[config.mk]
export PLATFORM = sky130hd
export DESIGN_NAME = datapath_pipe
export DESIGN_NICKNAME = d
export VERILOG_FILES = /design/src/rtl/datapath_pipe.sv
export SDC_FILE = /design/constraint.sdc
export NUM_CORES = 2
export LEC_CHECK = 0
export BUFFER_PORTS_ARGS = -buffer_cell sky130_fd_sc_hd__buf_4
export CAP_MARGIN = 20
export CELL_PAD_IN_SITES_DETAIL_PLACEMENT = 1
export CELL_PAD_IN_SITES_GLOBAL_PLACEMENT = 2
export CORE_MARGIN = 2
export CORE_UTILIZATION = 43
export DETAILED_ROUTE_END_ITERATION = 8
export PLACE_DENSITY = 0.94
export SYNTH_ARGS = -nofsm -noshare
export SYNTH_HDL_FRONTEND = slang
export SYNTH_SLANG_ARGS = --single-unit
[constraint.sdc]
create_clock -name clk -period 20.2 [get_ports clk]
set_input_delay 2.02 -clock clk [delete_from_list [all_inputs] [get_ports clk]]
set_output_delay 2.02 -clock clk [all_outputs]
set_load 0.03 [all_outputs]
[src/rtl/datapath_pipe.sv]
// Parametrised ARM32-style datapath: dual-write register file with bypass, operand
// latches with forwarding, barrel shifter, 8-op ALU, registered result and NZCV flags.
module datapath_pipe #(
  parameter int DATA_W = 32,
  parameter int NREGS  = 16,
  parameter int AW     = $clog2(NREGS)
) (
  input  logic              clk,
  input  logic              rst_n,
  input  logic [AW-1:0]     w_addr1,
  input  logic [DATA_W-1:0] w_data1,
  input  logic              w_en1,
  input  logic [AW-1:0]     w_addr2,
  input  logic              w_en2,
  input  logic [AW-1:0]     A_addr,
  input  logic [AW-1:0]     B_addr,
  input  logic [AW-1:0]     shift_addr,
  input  logic [1:0]        sel_A_in,
  input  logic [1:0]        sel_B_in,
  input  logic [1:0]        sel_shift_in,
  input  logic              en_A,
  input  logic              en_B,
  input  logic              en_S,
  input  logic [DATA_W-1:0] PC,
  input  logic [DATA_W-1:0] shift_imme,
  input  logic              sel_shift,
  input  logic [1:0]        shift_op,
  input  logic              sel_A,
  input  logic              sel_B,
  input  logic [DATA_W-1:0] imme_data,
  input  logic              sel_post_shift,
  input  logic [2:0]        ALU_op,
  input  logic              en_C,
  input  logic              en_status,
  output logic [DATA_W-1:0] datapath_out,
  output logic [31:0]       status_out
);

  localparam int SHW = $clog2(DATA_W) + 1;
  localparam int MSB = DATA_W - 1;
  localparam logic [SHW-1:0] DW_AMT = SHW'(DATA_W);
  localparam logic [DATA_W:0] ONE   = (DATA_W+1)'(1);

  typedef enum logic [1:0] {SH_LSL = 2'b00, SH_LSR = 2'b01, SH_ASR = 2'b10, SH_ROR = 2'b11} shift_op_e;
  typedef enum logic [2:0] {
    OP_ADD = 3'b000, OP_SUB = 3'b001, OP_AND = 3'b010, OP_ORR = 3'b011,
    OP_EOR = 3'b100, OP_MOV = 3'b101, OP_MVN = 3'b110, OP_RSB = 3'b111
  } alu_op_e;

  logic [DATA_W-1:0] r_regs [NREGS];
  logic [DATA_W-1:0] r_a, r_b, r_s, r_c;
  logic              r_flag_n, r_flag_z, r_flag_c, r_flag_v;

  logic [DATA_W-1:0] w_wb2;
  logic [DATA_W-1:0] w_rd_a, w_rd_b, w_rd_s;
  logic [SHW-1:0]    w_amt, w_ror_amt;
  logic [DATA_W:0]   w_lsl, w_lsr, w_asr;
  logic [DATA_W-1:0] w_ror;
  logic [DATA_W-1:0] w_sh_out;
  logic              w_sh_carry;
  logic [DATA_W-1:0] w_aop, w_bop, w_alu_res;
  logic [DATA_W:0]   w_sum, w_dif, w_rsb;
  logic              w_alu_c, w_alu_v;
  logic              w_unused_bits;

  function automatic logic [DATA_W-1:0] src_mux(input logic [1:0]        sel,
                                                input logic [DATA_W-1:0] rf,
                                                input logic [DATA_W-1:0] wd1,
                                                input logic [DATA_W-1:0] c,
                                                input logic [DATA_W-1:0] pc);
    unique case (sel)
      2'b00:   return rf;
      2'b01:   return wd1;
      2'b10:   return c;
      default: return pc;
    endcase
  endfunction

  // Write-through reads: port 1 is checked first so its priority matches the array write.
  assign w_rd_a = (w_en1 && w_addr1 == A_addr) ? w_data1 :
                  (w_en2 && w_addr2 == A_addr) ? w_wb2 : r_regs[A_addr];
  assign w_rd_b = (w_en1 && w_addr1 == B_addr) ? w_data1 :
                  (w_en2 && w_addr2 == B_addr) ? w_wb2 : r_regs[B_addr];
  assign w_rd_s = (w_en1 && w_addr1 == shift_addr) ? w_data1 :
                  (w_en2 && w_addr2 == shift_addr) ? w_wb2 : r_regs[shift_addr];

  assign w_amt         = sel_shift ? r_s[SHW-1:0] : shift_imme[SHW-1:0];
  assign w_unused_bits = ^{r_s[DATA_W-1:SHW], shift_imme[DATA_W-1:SHW]};

  // Each shift is done one bit wider so the carry falls out as the extra bit,
  // which also yields the right carry for amounts equal to DATA_W.
  always_comb begin
    // NOTE: every combinational output gets a default first so no path infers a latch.
    w_sh_out   = r_b;
    w_sh_carry = r_flag_c;
    w_lsl      = {1'b0, r_b} << w_amt;
    w_lsr      = {r_b, 1'b0} >> w_amt;
    w_asr      = $signed({r_b, 1'b0}) >>> w_amt;
    w_ror_amt  = w_amt % DW_AMT;
    w_ror      = DATA_W'({r_b, r_b} >> w_ror_amt);
    if (w_amt != '0) begin
      unique case (shift_op_e'(shift_op))
        SH_LSL: begin w_sh_out = w_lsl[DATA_W-1:0]; w_sh_carry = w_lsl[DATA_W]; end
        SH_LSR: begin w_sh_out = w_lsr[DATA_W:1];   w_sh_carry = w_lsr[0];      end
        SH_ASR: begin w_sh_out = w_asr[DATA_W:1];   w_sh_carry = w_asr[0];      end
        SH_ROR: begin w_sh_out = w_ror;             w_sh_carry = w_ror[MSB];    end
      endcase
    end
  end

  assign w_aop = sel_A ? '0 : r_a;
  assign w_bop = sel_B ? imme_data : (sel_post_shift ? r_b : w_sh_out);
  assign w_sum = {1'b0, w_aop} + {1'b0, w_bop};
  assign w_dif = {1'b0, w_aop} + {1'b0, ~w_bop} + ONE;
  assign w_rsb = {1'b0, w_bop} + {1'b0, ~w_aop} + ONE;

  always_comb begin
    w_alu_res = '0;
    w_alu_c   = w_sh_carry;
    w_alu_v   = r_flag_v;
    unique case (alu_op_e'(ALU_op))
      OP_ADD: begin
        w_alu_res = w_sum[MSB:0];
        w_alu_c   = w_sum[DATA_W];
        w_alu_v   = (w_aop[MSB] == w_bop[MSB]) && (w_sum[MSB] != w_aop[MSB]);
      end
      OP_SUB: begin
        w_alu_res = w_dif[MSB:0];
        w_alu_c   = w_dif[DATA_W];
        w_alu_v   = (w_aop[MSB] != w_bop[MSB]) && (w_dif[MSB] != w_aop[MSB]);
      end
      OP_RSB: begin
        w_alu_res = w_rsb[MSB:0];
        w_alu_c   = w_rsb[DATA_W];
        w_alu_v   = (w_bop[MSB] != w_aop[MSB]) && (w_rsb[MSB] != w_bop[MSB]);
      end
      OP_AND: w_alu_res = w_aop & w_bop;
      OP_ORR: w_alu_res = w_aop | w_bop;
      OP_EOR: w_alu_res = w_aop ^ w_bop;
      OP_MOV: w_alu_res = w_bop;
      OP_MVN: w_alu_res = ~w_bop;
    endcase
  end

  assign w_wb2 = sel_post_shift ? w_sh_out : w_alu_res;

  // NOTE: the register file must clear on reset, so it is built from flops rather than a RAM macro.
  always_ff @(posedge clk or negedge rst_n) begin
    if (!rst_n) begin
      for (int i = 0; i < NREGS; i++) r_regs[i] <= '0;
    end else begin
      // NOTE: non-blocking writes; the later port-1 assignment overrides port 2 on an address clash.
      if (w_en2) r_regs[w_addr2] <= w_wb2;
      if (w_en1) r_regs[w_addr1] <= w_data1;
    end
  end

  always_ff @(posedge clk or negedge rst_n) begin
    if (!rst_n) begin
      r_a      <= '0;
      r_b      <= '0;
      r_s      <= '0;
      r_c      <= '0;
      r_flag_n <= 1'b0;
      r_flag_z <= 1'b0;
      r_flag_c <= 1'b0;
      r_flag_v <= 1'b0;
    end else begin
      if (en_A) r_a <= src_mux(sel_A_in, w_rd_a, w_data1, r_c, PC);
      if (en_B) r_b <= src_mux(sel_B_in, w_rd_b, w_data1, r_c, PC);
      if (en_S) r_s <= src_mux(sel_shift_in, w_rd_s, w_data1, r_c, PC);
      if (en_C) r_c <= w_alu_res;
      if (en_status) begin
        r_flag_n <= w_alu_res[MSB];
        r_flag_z <= (w_alu_res == '0);
        r_flag_c <= w_alu_c;
        r_flag_v <= w_alu_v;
      end
    end
  end

  assign datapath_out = r_c;
  assign status_out   = {r_flag_n, r_flag_z, r_flag_c, r_flag_v, 28'b0};

endmodule
==> flow_summary.ini <==
[synth]
ys_types = 96
async_flop_share = 1.00
yosysWarnings = 0
syn_inst = 6285
synth_edf_count = 0
ys_top_cells_by_area = dfrtp_1 (28%), mux4_2 (17%), nand2_1 (5.8%)
synthesis.area_um2 = 54600
ys_ff_latch = 618
yosysTopAreaCell = dfrtp_1
ys_seq_area_frac = 0.283
synth_ff_type = dfrtp_1
synth.avg_cell_area_um2 = 8.68
synth_top_cell_area_share = 0.283

[power_and_ir_drop]
powerDensity_nw_per_um2 = 104
total_power_w = 0.00623
p_leak_nw = 23.6
ir_drop_uv = 73.1

[critical_path]
reg2regPathDepth = 20
cp.arrival_ns = 11.67
critPathTopFamily = compound AO/OA/AOI/OAI gates
worst-path-buf-inv = 3
cp_cell_sequence = buf_4 > mux2i_4 > buf_4 > buf_4 > mux4_2 > mux2i_1 > o32ai_1 > nor4_1 > a211oi_1 > a21o_1 > ha_1 > or3_1 > nor4_1 > o21ai_0 > nand2_1 > xnor2_1 > a22oi_1 > a311oi_1 > a21o_1 > o21ai_0 > a221o_1
r2r_end = r_a[17]
crit_slowest_cell = mux2i_1
worst-setup-path-type = input port to flip-flop
critPathMaxStageDelay_ns = 0.95
reg2reg_from = r_s[0]
crit_top_cell = buf_4
worstPathMaxFanout = 30
endpoint_kind = flip-flop
startpoint_type = input port
rrSetupSlack_ns = 10.42
crit_required_ns = 20.75

[cells_and_area]
final_cell_mix = nand2_1 (834), dfrtp_1 (618), nor2_1 (609)
drive_gt1_frac = 0.177
final_common_cell = nand2_1
fin_nets = 6363
syn_to_final_growth_pct = 9.52

[placed_design]
post-place-ws_ns = 8.50
hpwl_um = 201000
io_buffers = 181
gp_congestion = 1.05

[cts]
cts_setup_buffers = 0
cts.sinks = 618
cts_tree = done
cts_hold_buf = 0
root_buffer = clkbuf_16
cts-buffers-inserted = 78
clock_path_buffers = 3
cts_resized = 0
clk_pin_slew_ns = 0.06
clk-insertion-delay-late_ns = 0.69
htree_levels = 3

[sta]
timing.final.max_slew_violations = 0
worst_pin_slew_ns = 1.30
max-slew-margin-rel = 0.134
fin_crit_ns = 11.12
setup_viol_count_final = 0
post-route-period-util = 0.551
whs_ns = 0.533
max_freq_mhz = 89.9
finalHoldViolations = 0
setup_slack_ns = 9.08
fin_skew_ns = 0.0566
fin_tns_setup_ns = 0
rsz0062_at_grt = false

[floorplan]
die_w_um = 360
die_h_um = 360
ios = 236
die_area_um2 = 130000
design.core.area_um2 = 126000
start_util = 0.434
row_count = 130

[routing]
wirelength_um = 293000
drc = 0
dr.pass1.iters = 6
via_per_inst = 7.48
vias = 58200
route.detailed.wl_per_inst_um = 37.6
ant_nets = 0
drt_iter0_markers = 8514

[grt]
grt-ovfl-total = 0
grt_pass1_wl_um = 417000
grt_max_degree = 154
grt_pass1_vias = 58300
grt_antenna_before_repair = 30
grt_util_all_layers = 0.438

[hold_path]
hold_path.class = flip-flop to flip-flop
hold_start = r_a[15]
min_path_cells = 1
whs_endpoint = r_a[15]

[run]
drv_cap = 0

[run_status]
status = complete, no violations
-- sequential cells by signal (all words and copies together) (netlist names) --
name,count
datapath_out,32
r_a,32
r_b,32
r_flag_c,1
r_flag_n,1
r_flag_v,1
r_flag_z,1
r_regs,512
r_s,6
-- per-layer routing --
metal | global-route usage | share of wire
met5 | 0 | 0.00055
met4 | 0.327 | 0.090
met3 | 0.128 | 0.12
met2 | 0.655 | 0.43
met1 | 0.536 | 0.36
-- stage by stage --
| stage | util | cells | instance area [um2] |
|---|---|---|---|
| floorplan | - | 6312 | 54700 |
| global placement | 0.452 | 7613 | 56800 |
| detailed placement | 0.453 | 7618 | 56900 |
| CTS | 0.473 | 7751 | 59500 |
| global route | 0.475 | 7769 | 59700 |
| finish | 0.475 | 7782 | 59800 |
-- worst max path at each step --
| stage | startpoint | endpoint | slack [ns] | depth (start not counted) |
|---|---|---|---|---|
| 2_1_floorplan | sel_shift | r_regs[190] | 11.76 | 25 |
| 3_3_place_gp | sel_shift | r_a[12] | 8.54 | 26 |
| 3_5_place_dp | sel_shift | r_b[12] | 8.50 | 26 |
| 4_1_cts | sel_shift | r_b[12] | 9.06 | 26 |
| 5_1_grt | sel_shift | r_a[19] | 8.93 | 22 |
| 6_report | sel_shift | r_a[17] | 9.08 | 21 |
-- cell families (layout without fill, tap and decap cells) --
family                   count (synthesis)  in the layout  share of synthesized area
AO/OA/AOI/OAI                         2064           2064                      0.238
AND/OR/NAND/NOR                       1879           1879                      0.146
buffers and inverters                  817            618                     0.0620
multiplexers                           715            715                      0.230
flip-flops                             618            618                      0.283
adder cells (fa/ha/maj)                131            131                     0.0304
XOR/XNOR                                60             60                    0.00963
other                                    1             47                  0.0000687
-- Yosys cell counts, types with 14 or more instances --
| cell type | number |
|---|---|
| nand3_1 | 79 |
| buf_2 | 37 |
| nand4_1 | 16 |
| nor2_1 | 639 |
| and3_1 | 25 |
| o31a_1 | 26 |
| nor3_1 | 70 |
| o21bai_1 | 17 |
| ha_1 | 128 |
| a21o_1 | 96 |
| a31oi_1 | 180 |
| o31ai_1 | 27 |
| o21ai_0 | 576 |
| xnor2_1 | 37 |
| o22ai_1 | 91 |
| mux2i_1 | 224 |
| o211ai_1 | 74 |
| and2_1 | 16 |
| nor4_1 | 16 |
| a221o_1 | 16 |
| nor2b_1 | 23 |
| a31o_2 | 14 |
| o21a_1 | 66 |
| nand2_1 | 840 |
| inv_1 | 127 |
| buf_4 | 47 |
| a22oi_1 | 25 |
| or2_2 | 18 |
| a211oi_1 | 108 |
| xor2_1 | 23 |
| a221oi_1 | 37 |
| or3_1 | 26 |
| clkbuf_1 | 522 |
| mux4_2 | 404 |
| o221ai_1 | 54 |
| a21oi_1 | 487 |
| mux2_2 | 66 |
| dfrtp_1 | 618 |
| nand2b_1 | 59 |
| buf_1 | 73 |
-- cell type report --
cell class                      instances  area (um2)
Timing Repair Buffer                  356        2940
Sequential cell                       618       15500
Antenna cell                           19        47.5
Multi-Input combinational cell       4877       36200
Clock buffer                          107        2230
Fill cell                           14400       66000
Clock inverter                         26         342
Inverter                              129         484
Tap cell                             1650        2060
-- power breakdown --
part	total [W]	internal [W]	switching, W	leakage [nW]
Combinational	0.00279	0.00109	0.00169	14.8
Sequential	0.00199	0.00158	0.000413	7.49
Clock	0.00146	0.000829	0.000626	1.27
Total	0.00623	0.00350	0.00273	23.6
No activity file was read; power rests on OpenSTA's default activity.
